**src/rtl/seq_divider.sv**
```systemverilog
// Iterative radix-2 restoring divider, unsigned or two's-complement signed.
// Fixed latency of WIDTH+2 cycles after start; divide-by-zero exits early.
module seq_divider #(
    parameter int WIDTH = 32
) (
    input  logic             clk,
    input  logic             reset,
    input  logic             start,
    input  logic             signed_op,
    input  logic [WIDTH-1:0] dividend,
    input  logic [WIDTH-1:0] divisor,
    output logic             busy,
    output logic             done,
    output logic [WIDTH-1:0] quotient,
    output logic [WIDTH-1:0] remainder,
    output logic             div_by_zero
);

    localparam int CW = (WIDTH > 1) ? $clog2(WIDTH) : 1;

    typedef enum logic [1:0] {IDLE, RUN, FIX, DONE} state_t;

    state_t           state_reg, state_next;
    logic [CW-1:0]    count_reg, count_next;
    logic [WIDTH:0]   rem_reg, rem_next;
    logic [WIDTH-1:0] quo_reg, quo_next;
    logic [WIDTH-1:0] dsr_reg, dsr_next;
    logic             qneg_reg, qneg_next;
    logic             rneg_reg, rneg_next;
    logic             dz_reg, dz_next;
    logic [WIDTH-1:0] quotient_reg, quotient_next;
    logic [WIDTH-1:0] remainder_reg, remainder_next;
    logic             dz_out_reg, dz_out_next;
    logic             busy_reg, busy_next;
    logic             done_reg, done_next;

    logic [WIDTH:0]   shifted;
    logic [WIDTH+1:0] trial;
    logic             dvd_neg;
    logic             dsr_neg;

    always_ff @(posedge clk) begin
        if (reset) begin
            state_reg     <= IDLE;
            count_reg     <= '0;
            rem_reg       <= '0;
            quo_reg       <= '0;
            dsr_reg       <= '0;
            qneg_reg      <= 1'b0;
            rneg_reg      <= 1'b0;
            dz_reg        <= 1'b0;
            quotient_reg  <= '0;
            remainder_reg <= '0;
            dz_out_reg    <= 1'b0;
            busy_reg      <= 1'b0;
            done_reg      <= 1'b0;
        end else begin
            state_reg     <= state_next;
            count_reg     <= count_next;
            rem_reg       <= rem_next;
            quo_reg       <= quo_next;
            dsr_reg       <= dsr_next;
            qneg_reg      <= qneg_next;
            rneg_reg      <= rneg_next;
            dz_reg        <= dz_next;
            quotient_reg  <= quotient_next;
            remainder_reg <= remainder_next;
            dz_out_reg    <= dz_out_next;
            busy_reg      <= busy_next;
            done_reg      <= done_next;
        end
    end

    always_comb begin
        state_next     = state_reg;
        count_next     = count_reg;
        rem_next       = rem_reg;
        quo_next       = quo_reg;
        dsr_next       = dsr_reg;
        qneg_next      = qneg_reg;
        rneg_next      = rneg_reg;
        dz_next        = dz_reg;
        quotient_next  = quotient_reg;
        remainder_next = remainder_reg;
        dz_out_next    = dz_out_reg;

        // Trial subtraction is one bit wider than R so its MSB is the borrow.
        shifted = {rem_reg[WIDTH-1:0], quo_reg[WIDTH-1]};
        trial   = {1'b0, shifted} - {2'b00, dsr_reg};
        dvd_neg = signed_op & dividend[WIDTH-1];
        dsr_neg = signed_op & divisor[WIDTH-1];

        case (state_reg)
            IDLE: begin
                if (start) begin
                    rem_next   = '0;
                    count_next = CW'(WIDTH - 1);
                    if (divisor == '0) begin
                        // Q carries the raw dividend through to the remainder output.
                        dz_next    = 1'b1;
                        quo_next   = dividend;
                        dsr_next   = '0;
                        qneg_next  = 1'b0;
                        rneg_next  = 1'b0;
                        state_next = FIX;
                    end else begin
                        dz_next    = 1'b0;
                        quo_next   = dvd_neg ? -dividend : dividend;
                        dsr_next   = dsr_neg ? -divisor : divisor;
                        qneg_next  = dvd_neg ^ dsr_neg;
                        rneg_next  = dvd_neg;
                        state_next = RUN;
                    end
                end
            end
            RUN: begin
                rem_next = trial[WIDTH+1] ? shifted : trial[WIDTH:0];
                quo_next = {quo_reg[WIDTH-2:0], ~trial[WIDTH+1]};
                if (count_reg == '0) begin
                    state_next = FIX;
                end else begin
                    count_next = count_reg - CW'(1);
                end
            end
            FIX: begin
                if (dz_reg) begin
                    quotient_next  = '1;
                    remainder_next = quo_reg;
                end else begin
                    quotient_next  = qneg_reg ? -quo_reg : quo_reg;
                    remainder_next = rneg_reg ? -rem_reg[WIDTH-1:0] : rem_reg[WIDTH-1:0];
                end
                dz_out_next = dz_reg;
                state_next  = DONE;
            end
            DONE: begin
                state_next = IDLE;
            end
            default: begin
                state_next = IDLE;
            end
        endcase

        busy_next = (state_next != IDLE);
        done_next = (state_next == DONE);
    end

    assign busy        = busy_reg;
    assign done        = done_reg;
    assign quotient    = quotient_reg;
    assign remainder   = remainder_reg;
    assign div_by_zero = dz_out_reg;

endmodule

```
**config.mk**
```make
export PLATFORM = sky130hd
export DESIGN_NAME = seq_divider
export DESIGN_NICKNAME = d
export VERILOG_FILES = /design/src/rtl/seq_divider.sv
export SDC_FILE = /design/constraint.sdc
export NUM_CORES = 1
export LEC_CHECK = 0
export ABC_AREA = 1
export CAP_MARGIN = 25
export CORE_MARGIN = 1.5
export CORE_UTILIZATION = 35
export DETAILED_ROUTE_END_ITERATION = 12
export SLEW_MARGIN = 15
export SYNTH_ARGS = -nofsm -noshare
export SYNTH_HDL_FRONTEND = slang
export SYNTH_SLANG_ARGS = --single-unit
```
**constraint.sdc**
```tcl
create_clock -name clk -period 2.1 [get_ports clk]
set_input_delay 0.42 -clock clk [delete_from_list [all_inputs] [get_ports clk]]
set_output_delay 0.42 -clock clk [all_outputs]
set_load 0.005 [all_outputs]
```
==> summary.md <==
| Metric | Value |
|---|---|
| Share of layout cells above drive strength 1 | `0.272` |
| Hold Worst Slack | `398 ps` |
| Gr ovfl total | `0` |
| # IOs | `135` |
| Most instantiated library cell after synthesis | `nand2_1` |
| Port buffer count | `134` |
| Die ar. | `38,500 sq um` |
| Routed Antenna Nets | `0` |
| Top post-synthesis cells by count | `nand2_1 (603), inv_1 (343), nand3_1 (224)` |
| Total negative slack | `0 ps` |
| Startpoint Class | `flop` |
| Routed WL | `50,000 um` |
| Critical Path RT | `2430 ps` |
| Highest metal used | `met4` |
| Std-Cell Rows | `70` |
| Clock Latency Late Sink | `460 ps` |
| Die height | `196 um` |
| Top Family by Delay on Critical Path | `simple AND/OR/NAND/NOR gates` |
| Top cells by area, synth | `dfxtp_1 (26%), nand2_1 (17%), inv_1 (9.8%), nand3_1 (8.6%), nor2_1 (5.4%)` |
| Initial Util | `0.356` |
| First-pass GRT wire length | `76,100 um` |
| Gate Count Post-Synth | `2,182` |
| DIE WIDTH | `196 um` |
| Wire per inst | `16.3 um` |
| Core Box Area | `36,700 sq um` |
| Final min period | `2080 ps` |
| Slew @ Worst Pin | `529 ps` |
| Crit-path cells | `inv_4, ha_4, inv_4, nor3_4, nand2_2, nor2_4, nor2_4, buf_6, nand2_8, clkbuf_16, nand3_2, nand2_2, a21oi_2` |
| Fin. Hold Viols | `0` |
| CP bufs+invs | `4` |
| Rel. slew slack | `0.647` |
| Synth cell types | `47` |
| Layout area overhead | `46.2%` |
| CTS root buffer | `clkbuf_16` |
| Average size of a mapped cell | `5.99 sq um` |
| Worst path max stage delay | `360 ps` |
| Sequential area share after synthesis | `0.265` |
| Tcrit/Tclk final | `0.988` |
| Antenna violations before repair | `0` |
| CTS max path bufs | `2` |
| Arrival time at the worst endpoint | `2400 ps` |
| Routability cong. | `0.933` |
| Placed insts | `2,992` |
| Worst Slack Setup Final | `24.2 ps` |
| Highest fanout seen on the critical path | `6` |
| Metal1 wirelength | `23,400 um` |
| PD cells | `1510 nW/um^2` |
| Worst clock skew | `16.6 ps` |
| CP Class | `flop to flop` |
| Status | `finished clean` |
| DR iter-0 viols | `1,145` |
| TritonCTS buffer count | `17` |
| Largest net degree at the start of global routing | `81` |
| TritonCTS clock tree | `done` |
| Hpwl dp | `38,400 um` |
| Yosys warning count | `0` |
| Setup crit end kind | `flop` |
| Routed length on met2 | `23,300 um` |
| CTS clk-pin slew, worst paths | `70 ps` |
| Sink Count | `173` |
| Post-synthesis async set-or-reset flop share | `0` |
| # setup viols final | `0` |
| Diodes inserted | `0` |
| Via count | `15,300` |
| Number of synthesized flops with an enable pin | `0` |
| All-Layer GR Usage | `0.251` |
| Worst VDD drop | `1.07 mV` |
| Synthesized Nets | `2,288` |
| Max_cap viols | `0` |
| RSZ-0062 raised after global routing | `yes` |
| Pleak | `8.84 nW` |
| Vias/cell | `5.01` |
| Pre-CTS setup slack | `-633 ps` |
| Post-synth top area share | `0.265` |
| #FFs+latches synth | `173` |
| Nets | `2,681` |
| HP Class | `input pin to flop` |
| Final Non-Filler Cells | `3,056` |
| Main synth FF type | `dfxtp_1` |
| Crit-path slowest cell | `dfxtp_2` |
| H-Tree Depth | `4` |
| Wire length on met3 | `2350 um` |
| DRC Markers | `0` |
| Peak Freq | `0.482 GHz` |
| Slew Viols, Final | `0` |
| Hold-fix buffers at CTS | `0` |
| Synth Cell Area | `13,100 sq um` |
| Largest area contributor in the netlist | `dfxtp_1` |
| Drt first pass iters | `6` |
| Vias in the first global route | `14,300` |
| Finished Core Util | `0.521` |
-- power breakdown --
part           switching [mW]  internal [mW]  total, mW
registers               0.516           3.75       4.26
clock network            1.49           1.92       3.41
logic                    12.0           9.25       21.2
total                    14.0           14.9       28.9
-- per-layer routing --
| metal | vias up | track usage |
|---|---|---|
| met4 | 0 | 0.0590 |
| li1 | 7788 | - |
| met5 | - | 0 |
| met1 | 7107 | 0.349 |
| met3 | 42 | 0.0297 |
| met2 | 372 | 0.414 |
-- layout make-up --
class / count / area (sq um)
clock buffer: 20 / 447
multi-input combinational: 1573 / 9080
fill: 3683 / 17600
tap: 468 / 586
sequential: 173 / 3520
timing repair buffer: 456 / 3960
inverter: 354 / 1350
clock inverter: 12 / 158
-- repair_timing --
action	in CTS	in global routing
buffers inserted	5	21
gates resized for setup	57	298
pin swaps	9	76
gates cloned	3	3
setup endpoints to repair	59	83
-- metrics by stage --
step	cell area [sq um]	power [mW]
after floorplan	13100	14.4
after global placement	16900	20.7
after detailed placement	16900	20.8
after CTS	17800	25.4
after global routing	19100	31.0
final	19100	28.9
-- cell usage in the layout (no fill, tap or decap), types with 22 or more instances in the layout --
cell type        instances
a21oi_1                124
a22oi_1                 28
a31oi_1                 30
buf_4                  303
clkdlybuf4s50_1        133
dfxtp_1                131
dfxtp_2                 39
ha_4                    29
inv_1                  301
inv_2                   44
nand2_1                535
nand2_2                 65
nand3_1                199
nand3_2                 32
nand4_1                 22
nor2_1                 150
nor2_2                  32
nor2_4                  32
nor3_1                  24
o21ai_0                 71
xor2_1                  31
-- cells by family (layout without fill, tap and decap cells) --
| family | after synthesis | in the layout | share of synthesized area |
|---|---|---|---|
| XOR/XNOR | 50 | 50 | 0.0335 |
| flip-flops | 173 | 173 | 0.265 |
| AO/OA/AOI/OAI | 329 | 329 | 0.145 |
| buffers and inverters | 437 | 842 | 0.131 |
| AND/OR/NAND/NOR | 1155 | 1156 | 0.388 |
| adder cells (fa/ha/maj) | 38 | 38 | 0.0369 |
-- final timing paths --
check | slack (ps) | from | end | depth (start not counted)
max | 20 | dsr_reg[31]$_SDFFE_PP0P_ | rem_reg[25]$_SDFFE_PP0P_ | 13
min | 400 | reset | dsr_reg[16]$_SDFFE_PP0P_ | 2
max reg2reg | 20 | dsr_reg[31]$_SDFFE_PP0P_ | rem_reg[25]$_SDFFE_PP0P_ | 13
min reg2reg | 460 | count_reg[0]$_SDFFE_PP0P_ | count_reg[0]$_SDFFE_PP0P_ | 1
Note: power is estimated with default switching activity, not from simulation.
==> edit (config.mk and constraints unchanged) <==
Encoding of `state_t`: now one-hot (4 bits for 4 states).
--- a/src/rtl/seq_divider.sv
+++ b/src/rtl/seq_divider.sv
@@ -18,7 +18,7 @@
 
     localparam int CW = (WIDTH > 1) ? $clog2(WIDTH) : 1;
 
-    typedef enum logic [1:0] {IDLE, RUN, FIX, DONE} state_t;
+    typedef enum logic [3:0] {IDLE = 4'b0001, RUN = 4'b0010, FIX = 4'b0100, DONE = 4'b1000} state_t;
 
     state_t           state_reg, state_next;
     logic [CW-1:0]    count_reg, count_next;
Function: same outputs for any inputs over 10 cycles, from zero or initial values and one cycle with reset high; not proved beyond that.
==> edit against the original RTL <==
Final cell count up 5.3%. Sequential cell count up 2. Sequential share of layout area down 0.63 points. First-iteration DRC count up 27%. Routed wire length up 8.5%. Synthesized area up 8.4%. Final area up 4.2%. Setup slack worse by 34 ps. The run now ends with setup timing left.
Power is not compared: it rests on default switching activity, and its combinational part moved more than twofold at a synthesized area within 25%.
==> edit: results (changes against the original RTL) <==
The total nets after synthesis is 2,402 (+5.0%). The share of final-layout standard cells stronger than drive strength 1 came out at 27.63% (+0.39 points). The setup clock skew after layout came out at 15.92 ps (-0.7196 ps). The routability-driven placement congestion ratio is 0.9170 (-1.7%).

The hold path depth is 4 (+2). The flow ran to the end, but the final reports show violations. The initial antenna violation count came to 1 (+1). The final setup TNS is -25.16 ps (-25.16 ps). The all-layer global routing usage came out at 25.43% (+0.30 points). The met2 track demand over resource is 39.18% (-2.2 points).

The worst hold slack across all endpoints was 391.0 ps (-7.455 ps). The number of vias per cell came out at 4.976 (-0.67%). The worst hold path terminates at dsr_reg[0]$_SDFFE_PP0P_.

The origin of the worst min-delay path is divisor[0]. The pin count of the biggest net entering global routing is 56 (-31%). The slowest stage of the critical path belongs to the cell dfxtp_1. The count of placed standard cells including taps was 3,147 (+5.2%).

The number of global-route vias before repair is 14,845 (+3.8%). The path depth of the worst reg2reg path came out at 12 (-1). The least setup slack across all paths after layout came out at -9.655 ps (-33.84 ps).

The count of distinct cell types in the synthesized netlist is 56 (+19%). Sorting the synthesized cells by how often they occur yields nand2_1, inv_1, nor2_1, nand3_1, dfxtp_1. The number of inserted filler cells in the final layout is 4,092 (+11%).

The number of setup violations in the final report came out at 4 (+4). The delay of the slowest critical-path stage is 340 ps (-20 ps). Ranked by total cell area, the synthesized netlist is headed by dfxtp_1, nand2_1, inv_1. The routed length per placed instance is 16.85 µm (+3.1%). The fraction of met1 tracks used by global routing came out at 37.58% (+2.7 points). The transition time at the pin with the least slew margin came out at 678.4 ps (+149.3 ps). The synthesized netlist cell count is 2,295 (+5.2%). The number of iterations in the first detailed-routing pass was 7 (+1). The checks that failed: setup timing. The post-synthesis sequential area ratio is 24.73% (-1.8 points). The post-layout net count is 2,788 (+4.0%).
## edit: layout make-up
cell class,instances,area (µm²),area share (%)
multi-input combinational,1653,9717,48.82
sequential,175,3546,17.82
timing repair buffer,448,3943,19.81
tap,525,656.9,3.300
clock inverter,13,156.4,0.7858
clock buffer,18,429.2,2.156
inverter,386,1455,7.311
## edit: timing repair
action / 4_1_cts / 5_1_grt
gates cloned: 3 / 2
pin swaps: 17 / 73
setup buffers: 8 / 28
endpoints found under the setup margin: 39 / 74
hold buffers: 0 / 0
resized for setup: 70 / 178
## edit: logic make-up (layout without fill, tap and decap cells)
kind of cell	after synthesis	in the layout	synth area share, %
fa+ha+maj	39	39	3.498
compound gates	350	350	14.63
flops	175	175	24.73
xor+xnor	37	37	2.288
buf+inv	468	865	13.35
simple gates	1226	1227	41.50
## edit: per-layer routing
layer	wire length, µm	vias to the layer above
met1	26090	7367
met5	0	-
met3	2886	60
li1	-	8109
met4	1102	0
met2	24150	476
## edit: power by group through the flow
| stage | Combinational [mW] | Sequential (mW) | Clock [mW] |
|---|---|---|---|
| after global routing | 4.26 | 3.62 | 3.45 |
| after CTS | 3.56 | 3.58 | 3.31 |
| final | 3.91 | 3.61 | 3.28 |
| after global placement | 3.40 | 3.66 | 0 |
| after detailed placement | 3.41 | 3.66 | 0 |
| after floorplan | 2.03 | 3.61 | 0 |
## edit: per-stage QoR
| step | power, mW | utilization (%) | instance area (µm²) |
|---|---|---|---|
| global placement | 7.054 | 45.00 | 17920 |
| floorplan | 5.640 | - | 14170 |
| finish | 10.80 | 49.98 | 19900 |
| global route | 11.32 | 49.98 | 19900 |
| detailed placement | 7.069 | 45.00 | 17920 |
| CTS | 10.45 | 47.73 | 19010 |
